$ cat src/rtl/idu_decode_stage.sv
//------------------------------------------------------------------------------
// Module  : idu_decode_stage
// Brief   : RV32I decode stage with a single-entry, pass-through output register.
// Rev     : 1.0  initial release
//------------------------------------------------------------------------------
`default_nettype none

module idu_decode_stage #(
    parameter int ADDR_W = 32,
    parameter int DATA_W = 32
) (
    input  logic              clk,
    input  logic              rst,
    input  logic              prev_valid,
    output logic              ready_o,
    input  logic [DATA_W-1:0] inst,
    input  logic [ADDR_W-1:0] pc,
    input  logic              flush,
    output logic              valid_o,
    input  logic              next_ready,
    output logic [ADDR_W-1:0] pc_o,
    output logic [DATA_W-1:0] inst_o,
    output logic [4:0]        rs1_o,
    output logic [4:0]        rs2_o,
    output logic [4:0]        rd_o,
    output logic [DATA_W-1:0] imm_o,
    output logic [3:0]        alu_op_o,
    output logic [2:0]        funct3_o,
    output logic              rd_we_o,
    output logic              alu_src_imm_o,
    output logic              is_load_o,
    output logic              is_store_o,
    output logic              is_branch_o,
    output logic              is_jal_o,
    output logic              is_jalr_o,
    output logic              is_auipc_o,
    output logic              is_system_o,
    output logic              illegal_o
);

    localparam logic [6:0] c_OPC_LUI    = 7'b0110111;
    localparam logic [6:0] c_OPC_AUIPC  = 7'b0010111;
    localparam logic [6:0] c_OPC_JAL    = 7'b1101111;
    localparam logic [6:0] c_OPC_JALR   = 7'b1100111;
    localparam logic [6:0] c_OPC_BRANCH = 7'b1100011;
    localparam logic [6:0] c_OPC_LOAD   = 7'b0000011;
    localparam logic [6:0] c_OPC_STORE  = 7'b0100011;
    localparam logic [6:0] c_OPC_OPIMM  = 7'b0010011;
    localparam logic [6:0] c_OPC_OP     = 7'b0110011;
    localparam logic [6:0] c_OPC_FENCE  = 7'b0001111;
    localparam logic [6:0] c_OPC_SYSTEM = 7'b1110011;

    localparam logic [3:0] c_ALU_ADD  = 4'd0;
    localparam logic [3:0] c_ALU_SUB  = 4'd1;
    localparam logic [3:0] c_ALU_SLL  = 4'd2;
    localparam logic [3:0] c_ALU_SLT  = 4'd3;
    localparam logic [3:0] c_ALU_SLTU = 4'd4;
    localparam logic [3:0] c_ALU_XOR  = 4'd5;
    localparam logic [3:0] c_ALU_SRL  = 4'd6;
    localparam logic [3:0] c_ALU_SRA  = 4'd7;
    localparam logic [3:0] c_ALU_OR   = 4'd8;
    localparam logic [3:0] c_ALU_AND  = 4'd9;
    localparam logic [3:0] c_ALU_PASS = 4'd10;

    localparam logic [6:0] c_F7_ZERO = 7'b0000000;
    localparam logic [6:0] c_F7_ALT  = 7'b0100000;

    typedef struct packed {
        logic [ADDR_W-1:0] pc;
        logic [DATA_W-1:0] inst;
        logic [4:0]        rs1;
        logic [4:0]        rs2;
        logic [4:0]        rd;
        logic [DATA_W-1:0] imm;
        logic [3:0]        alu_op;
        logic [2:0]        funct3;
        logic              rd_we;
        logic              alu_src_imm;
        logic              is_load;
        logic              is_store;
        logic              is_branch;
        logic              is_jal;
        logic              is_jalr;
        logic              is_auipc;
        logic              is_system;
        logic              illegal;
    } bundle_t;

    bundle_t bundle_d;
    bundle_t bundle_q;
    logic    valid_q;

    logic [31:0] w_i;
    logic [6:0]  w_opc;
    logic [2:0]  w_f3;
    logic [6:0]  w_f7;
    logic [31:0] w_imm_i;
    logic [31:0] w_imm_s;
    logic [31:0] w_imm_b;
    logic [31:0] w_imm_u;
    logic [31:0] w_imm_j;
    logic [31:0] w_imm;
    logic [3:0]  w_alu;
    logic        w_rs1_use;
    logic        w_rs2_use;
    logic        w_rd_use;
    logic        w_src_imm;
    logic        w_legal;
    logic [6:0]  w_cls;
    logic        w_rd_we;
    logic        w_load;

    assign w_i   = inst[31:0];
    assign w_opc = w_i[6:0];
    assign w_f3  = w_i[14:12];
    assign w_f7  = w_i[31:25];

    assign w_imm_i = {{20{w_i[31]}}, w_i[31:20]};
    assign w_imm_s = {{20{w_i[31]}}, w_i[31:25], w_i[11:7]};
    assign w_imm_b = {{19{w_i[31]}}, w_i[31], w_i[7], w_i[30:25], w_i[11:8], 1'b0};
    assign w_imm_u = {w_i[31:12], 12'h000};
    assign w_imm_j = {{11{w_i[31]}}, w_i[31], w_i[19:12], w_i[20], w_i[30:21], 1'b0};

    // w_cls order: load, store, branch, jal, jalr, auipc, system
    always_comb begin
        w_rs1_use = 1'b0;
        w_rs2_use = 1'b0;
        w_rd_use  = 1'b0;
        w_src_imm = 1'b0;
        w_alu     = c_ALU_ADD;
        w_imm     = 32'h0;
        w_legal   = 1'b1;
        w_cls     = 7'b0;
        case (w_opc)
            c_OPC_LUI: begin
                w_rd_use = 1'b1; w_src_imm = 1'b1; w_imm = w_imm_u; w_alu = c_ALU_PASS;
            end
            c_OPC_AUIPC: begin
                w_rd_use = 1'b1; w_src_imm = 1'b1; w_imm = w_imm_u; w_cls = 7'b0000010;
            end
            c_OPC_JAL: begin
                w_rd_use = 1'b1; w_src_imm = 1'b1; w_imm = w_imm_j; w_cls = 7'b0001000;
            end
            c_OPC_JALR: begin
                w_rs1_use = 1'b1; w_rd_use = 1'b1; w_src_imm = 1'b1; w_imm = w_imm_i;
                w_cls     = 7'b0000100;
                w_legal   = (w_f3 == 3'b000);
            end
            c_OPC_BRANCH: begin
                w_rs1_use = 1'b1; w_rs2_use = 1'b1; w_imm = w_imm_b; w_alu = c_ALU_SUB;
                w_cls     = 7'b0010000;
                w_legal   = (w_f3 != 3'b010) && (w_f3 != 3'b011);
            end
            c_OPC_LOAD: begin
                w_rs1_use = 1'b1; w_rd_use = 1'b1; w_src_imm = 1'b1; w_imm = w_imm_i;
                w_cls     = 7'b1000000;
                w_legal   = (w_f3 != 3'b011) && (w_f3 < 3'b110);
            end
            c_OPC_STORE: begin
                w_rs1_use = 1'b1; w_rs2_use = 1'b1; w_src_imm = 1'b1; w_imm = w_imm_s;
                w_cls     = 7'b0100000;
                w_legal   = (w_f3 < 3'b011);
            end
            c_OPC_OPIMM: begin
                w_rs1_use = 1'b1; w_rd_use = 1'b1; w_src_imm = 1'b1; w_imm = w_imm_i;
                w_alu     = alu_from_f3(w_f3, 1'b0, w_i[30]);
                if ((w_f3 == 3'b001) || (w_f3 == 3'b101))
                    w_legal = (w_f7 == c_F7_ZERO) || (w_f7 == c_F7_ALT);
            end
            c_OPC_OP: begin
                w_rs1_use = 1'b1; w_rs2_use = 1'b1; w_rd_use = 1'b1;
                w_alu     = alu_from_f3(w_f3, w_i[30], w_i[30]);
                // Alternate funct7 is only defined for SUB and SRA.
                w_legal   = (w_f7 == c_F7_ZERO) ||
                            ((w_f7 == c_F7_ALT) && ((w_f3 == 3'b000) || (w_f3 == 3'b101)));
            end
            c_OPC_FENCE: begin
                w_legal = 1'b1;
            end
            c_OPC_SYSTEM: begin
                w_imm    = w_imm_i;
                w_rd_use = (w_f3 != 3'b000);
                w_cls    = 7'b0000001;
            end
            default: w_legal = 1'b0;
        endcase
        if (w_i[1:0] != 2'b11)
            w_legal = 1'b0;
    end

    function automatic logic [3:0] alu_from_f3(input logic [2:0] f3,
                                               input logic       sub_sel,
                                               input logic       sra_sel);
        case (f3)
            3'b000:  return sub_sel ? c_ALU_SUB : c_ALU_ADD;
            3'b001:  return c_ALU_SLL;
            3'b010:  return c_ALU_SLT;
            3'b011:  return c_ALU_SLTU;
            3'b100:  return c_ALU_XOR;
            3'b101:  return sra_sel ? c_ALU_SRA : c_ALU_SRL;
            3'b110:  return c_ALU_OR;
            default: return c_ALU_AND;
        endcase
    endfunction

    assign w_rd_we = w_legal && w_rd_use && (w_i[11:7] != 5'd0);

    // Illegal words keep only pc/inst/funct3 so downstream sees a clean bubble-like bundle.
    always_comb begin
        bundle_d             = '0;
        bundle_d.pc          = pc;
        bundle_d.inst        = inst;
        bundle_d.funct3      = w_f3;
        bundle_d.illegal     = !w_legal;
        if (w_legal) begin
            bundle_d.rs1         = w_rs1_use ? w_i[19:15] : 5'd0;
            bundle_d.rs2         = w_rs2_use ? w_i[24:20] : 5'd0;
            bundle_d.rd          = w_rd_we ? w_i[11:7] : 5'd0;
            bundle_d.imm         = DATA_W'($signed(w_imm));
            bundle_d.alu_op      = w_alu;
            bundle_d.rd_we       = w_rd_we;
            bundle_d.alu_src_imm = w_src_imm;
            {bundle_d.is_load, bundle_d.is_store, bundle_d.is_branch, bundle_d.is_jal,
             bundle_d.is_jalr, bundle_d.is_auipc, bundle_d.is_system} = w_cls;
        end
    end

    assign ready_o = !valid_q || next_ready;
    assign w_load  = prev_valid && ready_o && !flush;

    always_ff @(posedge clk) begin
        if (rst) begin
            valid_q  <= 1'b0;
            bundle_q <= '0;
        end else if (flush) begin
            valid_q <= 1'b0;
        end else if (w_load) begin
            valid_q  <= 1'b1;
            bundle_q <= bundle_d;
        end else if (next_ready) begin
            valid_q <= 1'b0;
        end
    end

    assign valid_o       = valid_q;
    assign pc_o          = bundle_q.pc;
    assign inst_o        = bundle_q.inst;
    assign rs1_o         = bundle_q.rs1;
    assign rs2_o         = bundle_q.rs2;
    assign rd_o          = bundle_q.rd;
    assign imm_o         = bundle_q.imm;
    assign alu_op_o      = bundle_q.alu_op;
    assign funct3_o      = bundle_q.funct3;
    assign rd_we_o       = bundle_q.rd_we;
    assign alu_src_imm_o = bundle_q.alu_src_imm;
    assign is_load_o     = bundle_q.is_load;
    assign is_store_o    = bundle_q.is_store;
    assign is_branch_o   = bundle_q.is_branch;
    assign is_jal_o      = bundle_q.is_jal;
    assign is_jalr_o     = bundle_q.is_jalr;
    assign is_auipc_o    = bundle_q.is_auipc;
    assign is_system_o   = bundle_q.is_system;
    assign illegal_o     = bundle_q.illegal;

endmodule

`default_nettype wire

$ cat config.mk
export PLATFORM = sky130hd
export DESIGN_NAME = idu_decode_stage
export DESIGN_NICKNAME = d
export VERILOG_FILES = /design/src/rtl/idu_decode_stage.sv
export SDC_FILE = /design/constraint.sdc
export NUM_CORES = 1
export LEC_CHECK = 0
export ABC_AREA = 1
export ABC_CLOCK_PERIOD_IN_PS = 1500
export CAP_MARGIN = 20
export CORE_MARGIN = 2
export CORE_UTILIZATION = 40
export DETAILED_ROUTE_END_ITERATION = 7
export PLACE_DENSITY = 0.77
export REMOVE_ABC_BUFFERS = 1
export SLEW_MARGIN = 20
export SYNTH_ARGS = -nofsm -noshare
export SYNTH_HDL_FRONTEND = slang
export SYNTH_SLANG_ARGS = --single-unit
$ cat constraint.sdc
create_clock -name clk -period 1.5 [get_ports clk]
set_input_delay 0.3 -clock clk [delete_from_list [all_inputs] [get_ports clk]]
set_output_delay 0.3 -clock clk [all_outputs]
set_load 0.05 [all_outputs]
-- Yosys cells after proc, flatten, opt, wreduce, memory -nomap -nowiden
Cells that the tools add are included.
- output and inout bits: 130
- register bits: 129
- input bits: 69
- logic and storage cells: 93
- memory bits (read-only): 0
- latch bits: 0
- bits in writable memories: 0
- memories kept: 0
- multiplexer cells: 21
- multiply operators: 0
- magnitude comparators: 2
- bitwise operators: 1
- reduce and logical (&&, ||, !) cells: 29
- shift operators: 0
- add/subtract/negate cells: 0
- div/mod/pow operators: 0
- equal/unequal tests: 21
- operators by type and width (operator ; count):
    $pmux 32 s5 ; 1
    $pmux 4 s7 ; 2
    $mux 51 ; 1
    $pmux 7 s7 ; 1
    $eq 7x6->1 const B ; 4
    $eq 7x7->1 const B ; 4
    $pmux 4 s4 ; 1
    $mux 5 ; 3
    $eq 7x5->1 const B ; 2
    $reduce_or 7->1 ; 2
    $eq 3x3->1 const B ; 3
    $mux 1 ; 9
    $mux 9 ; 1
    $eq 7x2->1 const B ; 1
    $eq 7x4->1 const B ; 1
    $logic_and 1x1->1 ; 7
    $logic_not 7->1 ; 1
    $pmux 1 s7 ; 1
    $eq 3x2->1 const B ; 2
    $ne 3x2->1 const B ; 2
    $reduce_or 6->1 ; 1
    $logic_or 1x1->1 ; 5
    $reduce_bool 5->1 ; 1
    $reduce_or 5->1 ; 1
    other kinds (14) ; 17

-- Depth between registers and ports, before layout
Gate-level depths: netlist of run 1.
- word-level depth: 10
- gate-level depth with buffers: 11
- mapped depth without buffers: 10

-- Worst setup path before layout of run 1
Ideal clock, no wire load.
- path type: flip-flop to flip-flop
- start point: register valid_q (netlist: valid_o)
- end point: register bundle_q (netlist bit inst_o[15])
- clock period less this slack: 1.735 ns
- path slack: -0.235 ns
- setup time: 0.070 ns
- data arrival time: 1.664 ns
- required time: 1.430 ns
- buffers on the path: 2
- cell stages (with the launch flop): 9
- cells stage by stage: dfxtp_1 inv_1 nor2_1 nor3_2 inv_2 buf_2 buf_1 nand2_1 a21oi_1
- longest elaborated chain between the ends: 5
- ends and longest elaborated chain (item ; RTL line ; text):
    start, declared ; 91 ; logic valid_q;
    start signal, assigned ; 233 ; valid_q <= 1'b0;
    start signal, assigned ; 236 ; valid_q <= 1'b0;
    start signal, assigned ; 238 ; valid_q <= 1'b1;
    $logic_not 1->1 ; 228 ; assign ready_o = !valid_q || next_ready;
    $logic_or 1x1->1 ; 228 ;
    $logic_and 1x1->1 (2 in a row) ; 229 ; assign w_load = prev_valid && ready_o && !flush;
    $reduce_and 2->1 (no line) ; -- ;
    end signal, assigned ; 239 ; bundle_q <= bundle_d;
    end, declared ; 90 ; bundle_t bundle_q;
No other way between the ends.
A chain may end at the register's enable or synchronous reset.

-- Worst setup path in the final report of run 1
- start point: input inst[12]
- end point: register bundle_q (netlist bit imm_o[15])
- longest elaborated chain between the ends: 7
- elaborated cells on any way between the ends: 17
- those cells by class: order compare: 2; eq/ne: 4; mux: 4; reduce/logical: 7
- ends and longest elaborated chain (item ; RTL line ; text):
    start, declared ; 16 ; input logic [DATA_W-1:0] inst,
    parallel branches: the longest is 4 deep, another holds $lt 3x3->1 ; -- ;
    $pmux 1 s7 * ; 134 ; case (w_opc)
    $mux 1 * ; 187 ; if (w_i[1:0] != 2'b11)
    $mux 51 * ; 215 ; if (w_legal) begin
Every way passes the cells marked *.

==> flow_metrics.env, run 1 <==
export IMPL_status="complete, but fails checks"
export IMPL_violations="setup timing"
export IMPL_whs_ps=144
export IMPL_root_buffer="clkbuf_16"
export IMPL_cap_viol_max_count=0
export IMPL_rsz0062_at_grt="yes"
export IMPL_ys_seq_elements=126
export IMPL_grt_pass1_vias=6075
export IMPL_cts_tree="built"
export IMPL_io_pins=199
export IMPL_nNetsFinal=1076
export IMPL_setup_viol=1
export IMPL_synthFlopType="dfxtp_1"
export IMPL_synth_edf_count=0
export IMPL_grt_use_met3=0.0752
export IMPL_fmax_mhz=663
export IMPL_die_w_um=119
export IMPL_required_ps=1850
export IMPL_clk_pin_slew_ps=50
export IMPL_tightest_slew_ps=452
export IMPL_ys_top_cells_by_count="163 x nand2_1, 126 x dfxtp_1, 95 x nor2_1"
export IMPL_worst_setup_path_start_kind="input pin"
export IMPL_syn_area_mm2=0.00529
export IMPL_slew_viol_final=0
export IMPL_clk_latency_ps=420
export IMPL_regArea_mm2=0.00252
export IMPL_drtAntennaViolNets=0
export IMPL_syn_inst=725
export IMPL_intPower_uw=6660
export IMPL_vias=6158
export IMPL_dieArea_mm2=0.0142
export IMPL_synth_top_cell_area_share=0.477
export IMPL_grt_busiest_layer="met2"
export IMPL_cp_end_kind="flip-flop"
export IMPL_wl_per_cell_um=16.0
export IMPL_synth_cell_type_count=31
export IMPL_grt_first_pass_wirelength_um=29800
export IMPL_cts_sinks=126
export IMPL_via_per_inst=5.14
export IMPL_setup_tns_ps=-7.61
export IMPL_period_needed_ps=1510
export IMPL_use_met2=0.452
export IMPL_rows=42
export IMPL_yosys_area_top_type="dfxtp_1"
export IMPL_crit_arrival_ps=1860
export IMPL_clk_path_buf_depth=2
export IMPL_io_buffers=198
export IMPL_clock_skew_ps=5.33
export IMPL_setup_ws_ps=-7.61
export IMPL_syn_area_per_cell_um2=7.29
export IMPL_grtUsageTotal=0.266
export IMPL_start_util=0.404
export IMPL_dr_pass1_iters=5
export IMPL_die_y_um=119
export IMPL_p_sw_uw=2470
export IMPL_worstSetupPathType="input pin to flip-flop"
export IMPL_power_leakage_uw=0.00436
export IMPL_min_path_type="input pin to flip-flop"
export IMPL_finalCritPeriodShare=1.01
export IMPL_htreeDepth=4
export IMPL_p_comb_frac=0.202
export IMPL_grt_overflow=0
export IMPL_cts_buffers=17
export IMPL_fillers=806
export IMPL_slew_limit_headroom=0.699
export IMPL_wl_um=19200
export IMPL_p_clk_frac=0.405
export IMPL_drc_errors=0
export IMPL_gp_congestion=0.937
export IMPL_initialDrtViolationCount=594
export IMPL_seq_area_frac_synth=0.477
export IMPL_multi_input_area_mm2=0.00260
export IMPL_finalHoldViolCount=0
export IMPL_critical_path_max_fanout=9
export IMPL_power_density_mw_per_mm2=884
export IMPL_core_area_mm2=0.0131
export IMPL_grt_max_degree=48
export IMPL_p_seq_frac=0.394
export IMPL_total_power_uw=9130
export IMPL_async_flop_share=0
export IMPL_yosysMostFrequentCell="nand2_1"
export IMPL_ir_worst_vdd_v=0.000823
export IMPL_layout_drive_gt1_share=0.339
export IMPL_antenna_found_initial=3
export IMPL_synth_area_leaders="dfxtp_1 48%, nand2_1 12%, a21oi_1 8.9%"
export IMPL_dp_hpwl_um=13200
export IMPL_ys_warn_count=0
export IMPL_holdBufCountCts=0
export IMPL_met1_usage=0.312
export IMPL_switching_share=0.270
export IMPL_synthToLayoutAreaGrowth_pct=95.3
-- sequential cells by signal, summed over array words and instances, names as in the netlist, 4 cells and up --
signal,flops
pc_o,32
rs2_o,5
alu_op_o,4
inst_o,32
rd_o,5
rs1_o,5
imm_o,32
-- worst paths after layout --
check | start | to | slack, ps | depth (start not counted)
max | inst[12] | imm_o[15]$_SDFFE_PP0P_ | -8 | 11
min | inst[1] | inst_o[1]$_SDFFE_PP0P_ | 140 | 3
max reg2reg | valid_o$_SDFFE_PP0P_ | imm_o[9]$_SDFFE_PP0P_ | 30 | 9
min reg2reg | inst_o[9]$_SDFFE_PP0P_ | inst_o[9]$_SDFFE_PP0P_ | 500 | 2
-- stage by stage --
stage	std cells	utilization	setup slack, ps	instance area (um2)
floorplan	676	-	-4190	5050
global placement	1152	0.721	-673	9430
detailed placement	1152	0.721	-724	9430
CTS	1191	0.777	3.07	10200
global route	1197	0.789	-37.3	10300
finish	1197	0.789	-7.61	10300
-- critical path, cell delays in order --
cell and delay [ps]:
dlygate4sd2_1 280, buf_4 170, a21oi_1 240, nand3_1 130
nand2_1 90, nor2_2 50, nand3_4 100, buf_6 120
buf_12 120, nand3_2 90, a21oi_2 150
-- cell type report --
class / count / area share
multi-input cells: 512 / 0.252
clock buffers: 30 / 0.0508
inverters: 39 / 0.0144
repair buffers: 311 / 0.417
diodes: 3 / 0.000727
flip-flops and latches: 126 / 0.244
well taps: 176 / 0.0213
-- placed cells by master (no fill, tap or decap), types with 32 or more instances in the layout --
cell type        instances
clkdlybuf4s50_1         51
nor2_1                  78
nand2_1                157
dfxtp_1                126
inv_1                   32
a21oi_1                 77
buf_4                   88
o21ai_0                 47
buf_12                 140
nand3_1                 55
-- power by group through the flow --
stage / Sequential, uW / Clock [uW] / Combinational, uW
4_1_cts: 3590 / 3720 / 1800
5_1_grt: 3600 / 3880 / 1930
3_3_place_gp: 3650 / 0 / 1740
3_5_place_dp: 3660 / 0 / 1760
2_1_floorplan: 4010 / 0 / 300
6_report: 3590 / 3700 / 1840
-- routing by layer --
metal  vias to the layer above  share of wire
met5                         -              0
met4                         0          0.030
met3                        54          0.065
met2                       236           0.50
met1                      2918           0.41
li1                       2950              -
-- logic make-up after synthesis --
kind of cell | after synthesis | share of synthesized area
buf+inv | 88 | 0.0731
simple gates | 353 | 0.295
flops | 126 | 0.477
compound gates | 158 | 0.155
-- timing repair --
item / CTS / global route
buffers inserted: 8 / 4
cloned: 2 / 0
pin swaps: 11 / 15
gates resized for setup: 52 / 65
setup endpoints to repair: 76 / 103
No activity file was read; power rests on OpenSTA's default activity.
==> run 2, diff against run 1 <==
Settings changed: HOLD_SLACK_MARGIN set to 0.02.
==> results of run 2 <==
Same layout as run 1: the final DEF is identical, and so are final timing and power.
==> run 3, diff against run 2 <==
Settings changed: ABC_CLOCK_PERIOD_IN_PS 1500 to unset, SLEW_MARGIN 20 to 10.
==> results of run 3 <==
Same layout as run 1: the final DEF is identical, and so are final timing and power.
